File: config.mk
export PLATFORM = sky130hd
export DESIGN_NAME = multicycle_main_control
export DESIGN_NICKNAME = d
export VERILOG_FILES = /design/src/rtl/cpu_ctrl_pkg.sv /design/src/rtl/main_ctrl_outdec.sv /design/src/rtl/multicycle_main_control.sv
export SDC_FILE = /design/constraint.sdc
export NUM_CORES = 1
export LEC_CHECK = 0
export BUFFER_PORTS_ARGS = -buffer_cell sky130_fd_sc_hd__buf_4
export CAP_MARGIN = 5
export CORE_UTILIZATION = 51
export CTS_BUF_LIST = sky130_fd_sc_hd__clkbuf_16
export DETAILED_ROUTE_END_ITERATION = 7
export PLACE_DENSITY_LB_ADDON = 0.1
export SYNTH_ARGS = -nofsm -noshare
export SYNTH_HDL_FRONTEND = slang
export SYNTH_SLANG_ARGS = --single-unit
File: constraint.sdc
create_clock -name clk -period 2.7 [get_ports clk]
set_input_delay 0.135 -clock clk [delete_from_list [all_inputs] [get_ports clk]]
set_output_delay 0.135 -clock clk [all_outputs]
set_load 0.02 [all_outputs]
File: src/rtl/cpu_ctrl_pkg.sv
// Shared definitions for the multi-cycle CPU control path.
// Holds the main-control state encodings, the opcodes the controller
// recognises, the alu_op encoding shared with the ALU-control decoder,
// the alu_src_b / pc_source mux encodings and the bundled control word
// produced by the state-to-outputs decoder.
package cpu_ctrl_pkg;

    typedef enum logic [3:0] {
        S_IDLE     = 4'd0,
        S_FETCH    = 4'd1,
        S_DECODE   = 4'd2,
        S_MEM_ADDR = 4'd3,
        S_MEM_RD   = 4'd4,
        S_MEM_WB   = 4'd5,
        S_MEM_WR   = 4'd6,
        S_EXEC_R   = 4'd7,
        S_R_WB     = 4'd8,
        S_BRANCH   = 4'd9,
        S_JUMP     = 4'd10,
        S_ADDI_EX  = 4'd11,
        S_ADDI_WB  = 4'd12,
        S_TRAP     = 4'd13
    } state_e;

    // Opcodes (instruction[31:26])
    localparam logic [5:0] OP_RTYPE = 6'b000000;
    localparam logic [5:0] OP_LW    = 6'b100011;
    localparam logic [5:0] OP_SW    = 6'b101011;
    localparam logic [5:0] OP_BEQ   = 6'b000100;
    localparam logic [5:0] OP_J     = 6'b000010;
    localparam logic [5:0] OP_ADDI  = 6'b001000;

    // alu_op encoding, consumed by the ALU-control decoder
    localparam logic [1:0] ALUOP_ADD   = 2'b00;
    localparam logic [1:0] ALUOP_SUB   = 2'b01;
    localparam logic [1:0] ALUOP_FUNCT = 2'b10;

    // ALU operand B select
    localparam logic [1:0] SRCB_B      = 2'b00;
    localparam logic [1:0] SRCB_FOUR   = 2'b01;
    localparam logic [1:0] SRCB_IMM    = 2'b10;
    localparam logic [1:0] SRCB_IMM_SH = 2'b11;

    // PC source select
    localparam logic [1:0] PCSRC_ALU    = 2'b00;
    localparam logic [1:0] PCSRC_ALUOUT = 2'b01;
    localparam logic [1:0] PCSRC_JUMP   = 2'b10;

    typedef struct packed {
        logic       pc_write;
        logic       pc_write_cond;
        logic       i_or_d;
        logic       mem_read;
        logic       mem_write;
        logic       ir_write;
        logic       mem_to_reg;
        logic       reg_dst;
        logic       reg_write;
        logic       alu_src_a;
        logic [1:0] alu_src_b;
        logic [1:0] alu_op;
        logic [1:0] pc_source;
        logic       illegal_op;
    } ctrl_t;

endpackage

File: src/rtl/main_ctrl_outdec.sv
// Combinational state-to-outputs decoder for the main control FSM.
// Ports:
//   state     in   current FSM state
//   mem_ready in   memory handshake; only used to gate the FETCH strobes
//   ctrl      out  bundled datapath enables, mux selects and alu_op
module main_ctrl_outdec
    import cpu_ctrl_pkg::*;
(
    input  state_e     state,
    input  logic       mem_ready,
    output ctrl_t      ctrl
);

    always_comb begin
        ctrl = '0;
        case (state)
            S_FETCH: begin
                ctrl.mem_read  = 1'b1;
                ctrl.alu_src_b = SRCB_FOUR;
                ctrl.alu_op    = ALUOP_ADD;
                ctrl.pc_source = PCSRC_ALU;
                // IR load and PC+4 happen together, only on the cycle the
                // fetch completes, so a stalled fetch never advances the PC.
                ctrl.ir_write  = mem_ready;
                ctrl.pc_write  = mem_ready;
            end
            S_DECODE: begin
                // Precompute branch target into ALUOut.
                ctrl.alu_src_b = SRCB_IMM_SH;
                ctrl.alu_op    = ALUOP_ADD;
            end
            S_MEM_ADDR, S_ADDI_EX: begin
                ctrl.alu_src_a = 1'b1;
                ctrl.alu_src_b = SRCB_IMM;
                ctrl.alu_op    = ALUOP_ADD;
            end
            S_MEM_RD: begin
                ctrl.mem_read = 1'b1;
                ctrl.i_or_d   = 1'b1;
            end
            S_MEM_WB: begin
                ctrl.reg_write  = 1'b1;
                ctrl.mem_to_reg = 1'b1;
            end
            S_MEM_WR: begin
                ctrl.mem_write = 1'b1;
                ctrl.i_or_d    = 1'b1;
            end
            S_EXEC_R: begin
                ctrl.alu_src_a = 1'b1;
                ctrl.alu_src_b = SRCB_B;
                ctrl.alu_op    = ALUOP_FUNCT;
            end
            S_R_WB: begin
                ctrl.reg_write = 1'b1;
                ctrl.reg_dst   = 1'b1;
            end
            S_BRANCH: begin
                ctrl.alu_src_a     = 1'b1;
                ctrl.alu_src_b     = SRCB_B;
                ctrl.alu_op        = ALUOP_SUB;
                ctrl.pc_write_cond = 1'b1;
                ctrl.pc_source     = PCSRC_ALUOUT;
            end
            S_JUMP: begin
                ctrl.pc_write  = 1'b1;
                ctrl.pc_source = PCSRC_JUMP;
            end
            S_ADDI_WB: begin
                ctrl.reg_write = 1'b1;
            end
            S_TRAP: begin
                ctrl.illegal_op = 1'b1;
            end
            default: ctrl = '0;
        endcase
    end

endmodule

File: src/rtl/multicycle_main_control.sv
// Main control FSM for the multi-cycle datapath. Walks each instruction
// through fetch/decode/execute/memory/writeback and drives the datapath
// controls. Halts in TRAP on an unrecognised opcode until reset.
// Ports:
//   clk, rst_n          clock and asynchronous active-low reset
//   opcode              instruction[31:26] from the IR
//   mem_ready           memory finishes the current access this cycle
//   pc_write .. pc_source  datapath enables and mux selects
//   state               current state (debug)
//   illegal_op          high while trapped
module multicycle_main_control
    import cpu_ctrl_pkg::*;
#(
    parameter int OPC_W = 6,
    parameter int ST_W  = 4
) (
    input  logic             clk,
    input  logic             rst_n,
    input  logic [OPC_W-1:0] opcode,
    input  logic             mem_ready,
    output logic             pc_write,
    output logic             pc_write_cond,
    output logic             i_or_d,
    output logic             mem_read,
    output logic             mem_write,
    output logic             ir_write,
    output logic             mem_to_reg,
    output logic             reg_dst,
    output logic             reg_write,
    output logic             alu_src_a,
    output logic [1:0]       alu_src_b,
    output logic [1:0]       alu_op,
    output logic [1:0]       pc_source,
    output logic [ST_W-1:0]  state,
    output logic             illegal_op
);

    state_e           state_q, state_d;
    logic [OPC_W-1:0] opc_q, opc_d;
    ctrl_t            ctrl;

    always_ff @(posedge clk or negedge rst_n) begin
        if (!rst_n) begin
            state_q <= S_IDLE;
            opc_q   <= '0;
        end else begin
            state_q <= state_d;
            opc_q   <= opc_d;
        end
    end

    always_comb begin
        state_d = state_q;
        opc_d   = opc_q;
        case (state_q)
            S_IDLE:   state_d = S_FETCH;
            S_FETCH:  if (mem_ready) state_d = S_DECODE;
            S_DECODE: begin
                // The IR is stable here; capture the opcode so later states
                // do not depend on the live IR output.
                opc_d = opcode;
                case (opcode)
                    OPC_W'(OP_RTYPE):         state_d = S_EXEC_R;
                    OPC_W'(OP_LW),
                    OPC_W'(OP_SW):            state_d = S_MEM_ADDR;
                    OPC_W'(OP_BEQ):           state_d = S_BRANCH;
                    OPC_W'(OP_J):             state_d = S_JUMP;
                    OPC_W'(OP_ADDI):          state_d = S_ADDI_EX;
                    default:                  state_d = S_TRAP;
                endcase
            end
            S_MEM_ADDR: state_d = (opc_q == OPC_W'(OP_SW)) ? S_MEM_WR : S_MEM_RD;
            S_MEM_RD:   if (mem_ready) state_d = S_MEM_WB;
            S_MEM_WB:   state_d = S_FETCH;
            S_MEM_WR:   if (mem_ready) state_d = S_FETCH;
            S_EXEC_R:   state_d = S_R_WB;
            S_R_WB:     state_d = S_FETCH;
            S_BRANCH:   state_d = S_FETCH;
            S_JUMP:     state_d = S_FETCH;
            S_ADDI_EX:  state_d = S_ADDI_WB;
            S_ADDI_WB:  state_d = S_FETCH;
            S_TRAP:     state_d = S_TRAP;
            // Encodings 14/15 are unreachable; treat a corrupted state as fatal.
            default:    state_d = S_TRAP;
        endcase
    end

    main_ctrl_outdec u_outdec (
        .state     (state_q),
        .mem_ready (mem_ready),
        .ctrl      (ctrl)
    );

    assign pc_write      = ctrl.pc_write;
    assign pc_write_cond = ctrl.pc_write_cond;
    assign i_or_d        = ctrl.i_or_d;
    assign mem_read      = ctrl.mem_read;
    assign mem_write     = ctrl.mem_write;
    assign ir_write      = ctrl.ir_write;
    assign mem_to_reg    = ctrl.mem_to_reg;
    assign reg_dst       = ctrl.reg_dst;
    assign reg_write     = ctrl.reg_write;
    assign alu_src_a     = ctrl.alu_src_a;
    assign alu_src_b     = ctrl.alu_src_b;
    assign alu_op        = ctrl.alu_op;
    assign pc_source     = ctrl.pc_source;
    assign illegal_op    = ctrl.illegal_op;
    assign state         = ST_W'(state_q);

endmodule
==> results.cfg, run 1 <==
[run_status]
status = complete, no violations

[sta]
fin_ws_ns = 0.810
worstMarginPinSlew_ns = 0.589
layout_min_cycle_time_ns = 1.89
finalHoldViolCount = 0
setup_viol = 0
final_max_slew_viol_count = 0
skew_ns = 0.00224
rsz0062_at_grt = no
max_freq_ghz = 0.529
min_period_over_period_pct = 70.0
maxSlewHeadroom_pct = 60.7
final.setup.tns_ns = 0

[clock_network]
numCtsBuffers = 3
clk_path_buf_depth = 2
clk-insertion-delay-late_ns = 0.24
path_clk_slew_ns = 0.04
cts_tree = built
cts.sink_count = 10
cts_resized = 0
htreeDepth = 1
root_buffer = clkbuf_16

[final_layout]
layout_commonest_cell = buf_4
final_cell_area_sq_um = 1070
layout_common_cells = 29 x buf_4, 12 x nor2_1, 10 x dfrtp_1
diodes = 0
fin_nets = 127
area.growth.synth_to_final_pct = 36.5
drive_gt1_share_pct = 36.8

[global_routing]
grt_pass1_vias = 577
grt_usage_pct = 24.4
grt_max_degree = 21
antenna_found_initial = 0
grt_overflow = 0
grt_pass1_wl_microns = 2610

[synth]
synthesis.nets = 99
synthesis.instances = 90
synthFlopType = dfrtp_1
synth_area_per_cell_sq_um = 8.72
yosys.area.top_type = dfrtp_1
yosysSeqAreaShare_pct = 31.9
ys_types = 36
synth_edf_count = 0
synth-seq-cells = 10
syn_area_sq_um = 785
synth_area_leaders = dfrtp_1 32%, mux2_2 8.6%, nor2_1 5.7%
synth_top_area_share_pct = 31.9
ys_async_sr_fraction_pct = 100
yosysWarnings = 0

[die]
die-area_sq_um = 1700
die_w_microns = 41.2
fp-row-count = 13
initial_utilization_pct = 57.4
ios = 30
coreArea_sq_um = 1370
die_y_microns = 41.2

[routing]
drt_pass1_iterations = 4
drt_iter0_markers = 14
wl_per_cell_microns = 14.8
vias = 780
drt-total-wl_microns = 1960
ant_nets = 0
drc = 0
routed_via_density = 5.91

[job]
cap_violations = 0

[placed_design]
dp.final_hpwl_microns = 1340
dpl_cell_area_sq_um = 982
routabilityCongestion = 0.774
pre_cts_slack_ns = 0.899
io_buffers = 29

[worst_setup_path]
cp-start-kind = flop
crit_path_top_delay_cell = dfrtp_1
cpPeakStageDelay_ns = 0.71
cp_data_required_time_ns = 2.57
crit_family = flip-flops
worstPathArrival_ns = 1.75
path_buf_inv = 1
path_cells = nand2b_1, nor2_1, or2_2, buf_4
endpoint_kind = primary output
critPathKind = reg -> out
worstPathMaxFanout = 20

[power]
p_leak_nw = 0.472
p_per_area_nw_per_um2 = 1220
ir_drop_mv = 0.667

[hold_path]
min_path_type = in -> reg
==> state kept, by name, indices dropped and copies added (netlist names) <==
register	count
opc_q	6
state	4
==> cell usage after synthesis, drive strengths merged, types with 3 or more instances <==
cell	instances
dfrtp	10
nor3	4
nor2	12
a21oi	4
mux2	6
clkbuf	4
nand2b	7
buf	3
nand2	5
or2	4
==> power breakdown <==
| group | switching (mW) | internal [mW] |
|---|---|---|
| clock network | 0.0707 | 0.194 |
| logic | 0.362 | 0.331 |
| registers | 0.133 | 0.221 |
==> per-stage QoR <==
| step | hold WS, ns | utilization, % | cells | total power [mW] |
|---|---|---|---|---|
| finish | 0.186 | 78.4 | 132 | 1.31 |
| global route | 0.207 | 78.4 | 132 | 1.39 |
| CTS | 0.184 | 78.4 | 132 | 1.31 |
| detailed placement | -0.0317 | 71.9 | 127 | 1.03 |
| global placement | -0.0342 | 71.9 | 127 | 1.02 |
| floorplan | -0.161 | - | 90 | 0.812 |
==> worst paths after layout <==
check	start	cells past startpoint	slack, ns	endpoint
max	state[0]	4	0.81	pc_write
min reg2reg	opc_q[3]	1	0.50	opc_q[3]
min in group asynchronous	rst_n	2	0.26	state[3]
max in group asynchronous	rst_n	2	2.29	opc_q[2]
min	opcode[5]	2	0.19	opc_q[5]
max reg2reg	state[0]	4	0.84	state[0]
==> cells by family (layout without fill, tap and decap cells) <==
group           after synthesis  in the layout  synth area share, %
simple gates                 41             41                 30.9
buf+inv                       8             35                 5.42
mux                           6              6                 8.61
compound gates               23             23                 20.9
flops                        10             10                 31.9
xor+xnor                      2              2                 2.23
==> layout make-up <==
class | instances | area, sq um
multi-input combinational | 72 | 492
clock inverter | 1 | 3.75
fill | 103 | 295
timing repair buffer | 30 | 228
inverter | 1 | 3.75
clock buffer | 3 | 75.1
sequential | 10 | 250
tap | 15 | 18.8
==> routing by layer <==
layer  share of wire [%]  vias up  GRT usage, %
met1                  44      361          30.5
met3                 6.5        2          8.15
met5                   0        -             0
met4                0.61        0          4.84
li1                    -      384             -
met2                  49       33          40.6
==> what timing repair did <==
item / CTS / global route
hold buffers: 1 / 0
endpoints found under the setup margin: 0 / 0
buffers inserted: 0 / 0
hold endpoints to repair: 10 / 0
Note: power is estimated with default switching activity, not from simulation.
==> run 2: changes to the inputs <==
Settings changed: ABC_AREA from default to 1, CORE_UTILIZATION 51 to 47.
Clock period 2.7 ns to 1.79 ns, I/O delays scaled along.
==> results.cfg, run 2 <==
[global_routing]
use_met2_pct = 36.6
grt.busiest_layer = met2
grt_overflow = 0
use_met3_pct = 4.31
grt_max_degree = 11
grt_pass1_wl_microns = 3390
antenna_found_initial = 0
use_met1_pct = 36.1
grt_usage_pct = 24.9
grt_pass1_vias = 763

[power]
p_per_area_nw_per_um2 = 1810
ir_drop_mv = 0.954
p_sw_mw = 0.906
power_frac_comb_pct = 56.9
clockPowerShare_pct = 20.6
sequentialPowerShare_pct = 22.5
power_switching_share_pct = 47.1
p_leak_nw = 0.622
p_int_mw = 1.02

[die]
die_y_microns = 42.1
initial_utilization_pct = 50.2
fp-row-count = 14
ios = 30
die-area_sq_um = 1770
coreArea_sq_um = 1510
die_w_microns = 42.1

[final_layout]
layout_common_cells = 37 x nand2_1, 29 x buf_4, 27 x nor2_1
largest_reg_flops = 6
area.growth.synth_to_final_pct = 40.7
regMostFlops = opc_q
fin_nets = 165
layout_commonest_cell = nand2_1
drive_gt1_share_pct = 25.2
fillCellCount = 141
fin_cells = 171
diodes = 0
multiInputGateArea_sq_um = 414
seq_area_sq_um = 250

[sta]
setup_viol = 0
worstMarginPinSlew_ns = 0.332
final_max_slew_viol_count = 0
rsz0062_at_grt = no
layout_min_cycle_time_ns = 1.58
min_period_over_period_pct = 88.5
final.setup.tns_ns = 0
max_freq_ghz = 0.631
maxSlewHeadroom_pct = 77.9
finalHoldViolCount = 0
skew_ns = 0.00190

[worst_setup_path]
cp-start-kind = flop
reg2reg_from = state[2]
path_cells = nor2_4, inv_2, nor2_8, inv_4, o21ai_0, buf_4
critPathLaunch = state[2]
crit_family = flip-flops
endpoint_kind = primary output
worstPathMaxFanout = 10
worstPathArrival_ns = 1.50
reg2reg_slack_ns = 0.31
r2r_cells = 9
cp_data_required_time_ns = 1.70
endpoint = alu_src_b[1]
cpPeakStageDelay_ns = 0.49
critPathKind = reg -> out
r2r_end = state[0]
crit_path_top_delay_cell = dfrtp_1
cp.depth = 6
path_buf_inv = 3

[routing]
drt_iter0_markers = 37
drt_pass1_iterations = 4
drt-total-wl_microns = 2030
ant_nets = 0
vias = 890
routed_via_density = 5.20
wl_per_cell_microns = 11.9
drc = 0

[synth]
yosys.area.top_type = dfrtp_1
synthFlopType = dfrtp_1
synth_area_per_cell_sq_um = 6.15
netlist_top_cells_count = 37 x nand2_1, 27 x nor2_1, 17 x inv_1, 10 x dfrtp_1, 10 x o21ai_0
ys_async_sr_fraction_pct = 100
synthesis.nets = 132
synthAdderAreaFrac_pct = 0
synth_compound_area_share_pct = 9.92
synthMuxAreaShare_pct = 0
synth_xor_area_share_pct = 0
yosysSeqAreaShare_pct = 33.1
synth_simple_gate_area_share_pct = 44.8
synth_area_leaders = dfrtp_1 33%, nand2_1 18%, nor2_1 13%
synth_top_family_by_area = simple AND/OR/NAND/NOR gates
synth_edf_count = 0
ys_types = 18
synthesis.instances = 123
syn_area_sq_um = 757
synth-seq-cells = 10
yosysMostFrequentCell = nand2_1
synth_top_area_share_pct = 33.1
yosysWarnings = 0

[placed_design]
routabilityCongestion = 0.906
io_buffers = 29
dp.final_hpwl_microns = 1510
placedCellCount = 166

[clock_network]
clk-insertion-delay-late_ns = 0.24
numCtsBuffers = 3
cts.sink_count = 10
path_clk_slew_ns = 0.04
cts_tree = built
root_buffer = clkbuf_16
clk_path_buf_depth = 2
cts_resized = 0
htreeDepth = 1

[run_status]
status = complete, no violations

[job]
cap_violations = 0

[hold_path]
min_path_type = in -> reg
run 2: cell types whose count changed after synthesis, moves of 4 or more:
cell      delta
nor3_1       -4
o21ai_0      +8
mux2_2       -6
nand3_1      +8
inv_1       +16
clkbuf_1     -4
nor2_1      +15
nand2_1     +32
nand2b_1     -7
run 2: how the worst min path moves through the flow:
stage / startpoint / end / slack [ns] / cells past startpoint
finish: opcode[4] / opc_q[4] / 0.08 / 3
global route: opcode[5] / opc_q[5] / 0.11 / 3
CTS: opcode[4] / opc_q[4] / 0.08 / 3
detailed placement: rst_n / opc_q[1] / -0.08 / 1
global placement: rst_n / opc_q[2] / -0.08 / 1
floorplan: rst_n / opc_q[0] / -0.21 / 0
run 2: area by class of cell:
type / count / share of cell area [%]
clock inverter: 1 / 0.353
sequential: 10 / 23.5
inverter: 19 / 6.93
timing repair buffer: 30 / 21.4
multi-input combinational: 92 / 38.9
tap: 16 / 1.88
clock buffer: 3 / 7.05
run 2: cell families (layout without fill, tap and decap cells):
logic type,after synthesis,in the layout
flip-flops,10,10
AND/OR/NAND/NOR,78,78
AO/OA/AOI/OAI,14,14
buffers and inverters,21,53
run 2: repair_timing:
item | 4_1_cts | 5_1_grt
buffers inserted | 0 | 0
hold buffers | 1 | 0
hold endpoints to repair | 10 | 0
run 2: tightest hold or removal path, delay by kind of cell:
kind	cells	cell delay, ns
simple gates	1	0.04
buf+inv	1	0.09
compound gates	1	0.05
run 2: power by group through the flow:
stage                     combinational, mW  clock, mW  sequential, mW
final                                  1.10      0.397           0.433
after global routing                   1.20      0.413           0.445
after CTS                              1.09      0.401           0.430
after detailed placement               1.06          0           0.433
after global placement                 1.05          0           0.424
after floorplan                       0.703          0           0.436
run 2: metrics by stage:
stage	setup slack, ns	area [sq um]	utilization, %	power (mW)	hold slack [ns]
after detailed placement	0.436	976	64.8	1.49	-0.0758
after global placement	0.451	976	64.8	1.47	-0.0775
final	0.205	1060	70.7	1.93	0.0774
after CTS	0.218	1060	70.7	1.92	0.0778
after global routing	0.113	1060	70.7	2.05	0.108
after floorplan	0.318	757	-	1.14	-0.206
run 2: metal layers:
| layer | wire (microns) | vias to the layer above |
|---|---|---|
| li1 | - | 445 |
| met1 | 894 | 408 |
| met2 | 990 | 33 |
| met3 | 114 | 4 |
| met4 | 31 | 0 |
| met5 | 0 | - |
==> run 3: changes to the inputs <==
Settings changed: SYNTH_HIERARCHICAL from default to 1.
==> results.cfg, run 3 <==
[synth]
synthesis.instances = 124
netlist_top_cells_count = 44 x nand2_1, 21 x nor2_1, 14 x inv_1, 12 x nand3_1, 10 x dfrtp_1
synth_area_leaders = dfrtp_1 33%, nand2_1 22%, nor2_1 10%
synth-seq-cells = 10
synthesis.nets = 133
yosysWarnings = 6
yosysMostFrequentCell = nand2_1
synthFlopType = dfrtp_1
yosys.area.top_type = dfrtp_1
synth_top_area_share_pct = 33.2
synth_edf_count = 0
ys_types = 17
syn_area_sq_um = 753
synth_area_per_cell_sq_um = 6.07
yosysSeqAreaShare_pct = 33.2
ys_async_sr_fraction_pct = 100

[power]
ir_drop_mv = 1.12
sequentialPowerShare_pct = 23.9
p_per_area_nw_per_um2 = 1990
p_int_mw = 1.11
p_sw_mw = 1.02
p_leak_nw = 0.612
power_frac_comb_pct = 57.3
clockPowerShare_pct = 18.7
power_switching_share_pct = 48.0

[sta]
maxSlewHeadroom_pct = 71.6
max_freq_ghz = 0.653
final_max_slew_viol_count = 0
rsz0062_at_grt = no
setup_viol = 0
min_period_over_period_pct = 85.6
finalHoldViolCount = 0
final.setup.tns_ns = 0
layout_min_cycle_time_ns = 1.53
fin_ws_ns = 0.258
skew_ns = 0.00176
worstMarginPinSlew_ns = 0.426

[worst_setup_path]
cp_data_required_time_ns = 1.70
critPathLaunch = state[0]
crit_path_top_delay_cell = dfrtp_1
reg2reg_from = state[3]
worstPathMaxFanout = 11
worstPathArrival_ns = 1.44
endpoint_kind = primary output
cpPeakStageDelay_ns = 0.59
critPathKind = reg -> out
r2r_cells = 6
path_cells = inv_2, nor2_1, nand2_1, o21ai_0, buf_4
reg2reg_slack_ns = 0.33
r2r_end = opc_q[1]
endpoint = mem_read
cp-start-kind = flop

[final_layout]
layout_commonest_cell = nand2_1
fillCellCount = 142
regMostFlops = opc_q
largest_reg_flops = 6
layout_common_cells = 44 x nand2_1, 29 x buf_4, 21 x nor2_1
drive_gt1_share_pct = 24.8
fin_nets = 167
area.growth.synth_to_final_pct = 42.4
diodes = 0

[global_routing]
grt_pass1_vias = 740
grt_pass1_wl_microns = 3170
grt_overflow = 0
antenna_found_initial = 0
grt_max_degree = 13
grt_usage_pct = 23.0

[die]
initial_utilization_pct = 50.0
fp-row-count = 14
die_y_microns = 42.0
die_w_microns = 42.0
coreArea_sq_um = 1510
ios = 30
die-area_sq_um = 1770

[routing]
drt-total-wl_microns = 1830
m1WireLength_microns = 867
ant_nets = 0
wl_per_cell_microns = 10.5
drt_pass1_iterations = 4
vias = 889
top_layer = met4
routed_via_density = 5.14
wl_met2_microns = 858
drc = 0
wl_met3_microns = 77
drt_iter0_markers = 26

[placed_design]
routabilityCongestion = 0.840
pre_cts_slack_ns = 0.356
dp.final_hpwl_microns = 1420
io_buffers = 29

[clock_network]
clk-insertion-delay-late_ns = 0.24
clk_path_buf_depth = 2
path_clk_slew_ns = 0.04
cts_tree = built
numCtsBuffers = 3
cts.sink_count = 10
htreeDepth = 1
root_buffer = clkbuf_16

[job]
cap_violations = 0

[run_status]
status = complete, no violations

[hold_path]
min_path_type = in -> reg
[run 3: changes by cell type in the layout (fill, tap and decap cells not counted), moves of 2 or more]
| cell | before | now |
|---|---|---|
| o21ai_1 | 0 | 2 |
| nor2_1 | 27 | 21 |
| nand2_1 | 37 | 44 |
| nor3_1 | 0 | 2 |
| o22ai_1 | 2 | 0 |
| inv_1 | 17 | 14 |
| nand4_1 | 0 | 2 |
| o21ai_0 | 10 | 6 |
| inv_2 | 1 | 3 |
| nand3_1 | 9 | 12 |
[run 3: final cells by class]
cell class	count	area (sq um)	share of cell area [%]
Sequential cell	10	250	23.3
Clock buffer	3	75.1	7.00
Inverter	17	63.8	5.95
Clock inverter	1	3.75	0.350
Multi-Input combinational cell	96	432	40.3
Tap cell	16	20.0	1.87
Timing Repair Buffer	30	228	21.2
[run 3: how the worst min path moves through the flow]
stage,from,endpoint,depth (start not counted)
after global routing,opcode[4],opc_q[4],3
after global placement,rst_n,opc_q[1],1
after detailed placement,rst_n,opc_q[2],1
after CTS,opcode[5],opc_q[5],3
final,opcode[5],opc_q[5],3
after floorplan,rst_n,opc_q[0],0
[run 3: routing by layer]
metal | GRT usage [%] | vias to the layer above
met1 | 32.0 | 404
met5 | 0 | -
met4 | 8.75 | 0
met3 | 3.02 | 2
li1 | - | 460
met2 | 36.6 | 23
[run 3: timing repair]
action / in CTS / in global routing
hold buffers: 1 / 0
endpoints found under the hold margin: 10 / 0
resized for setup: 0 / 0
buffers inserted: 0 / 0
endpoints found under the setup margin: 0 / 0
[run 3: power groups by stage]
stage	sequential, mW	combinational (mW)	clock (mW)
final	0.510	1.22	0.399
after global placement	0.504	1.19	0
after floorplan	0.524	0.777	0
after detailed placement	0.509	1.22	0
after CTS	0.508	1.23	0.407
after global routing	0.534	1.36	0.411
[run 3: metrics by stage]
step	total power [mW]	std cells	util [%]	hold WS (ns)	cell area, sq um
2_1_floorplan	1.30	124	-	-0.206	753
4_1_cts	2.14	173	71.2	0.0714	1070
3_5_place_dp	1.72	168	65.3	-0.0739	983
3_3_place_gp	1.70	168	65.3	-0.0787	983
6_report	2.13	173	71.2	0.0718	1070
5_1_grt	2.31	173	71.2	0.0935	1070
[run 3: cell families after synthesis]
| kind of cell | synth area share [%] |
|---|---|
| xor+xnor | 1.16 |
| simple gates | 46.3 |
| buf+inv | 9.47 |
| flops | 33.2 |
| compound gates | 9.80 |
[run 3: worst max-delay path: cells and delay by family, from the launching register on]
| family | cells | cell delay, ns |
|---|---|---|
| AO/OA/AOI/OAI | 1 | 0.08 |
| buffers and inverters | 2 | 0.28 |
| flip-flops | 1 | 0.59 |
| AND/OR/NAND/NOR | 2 | 0.24 |
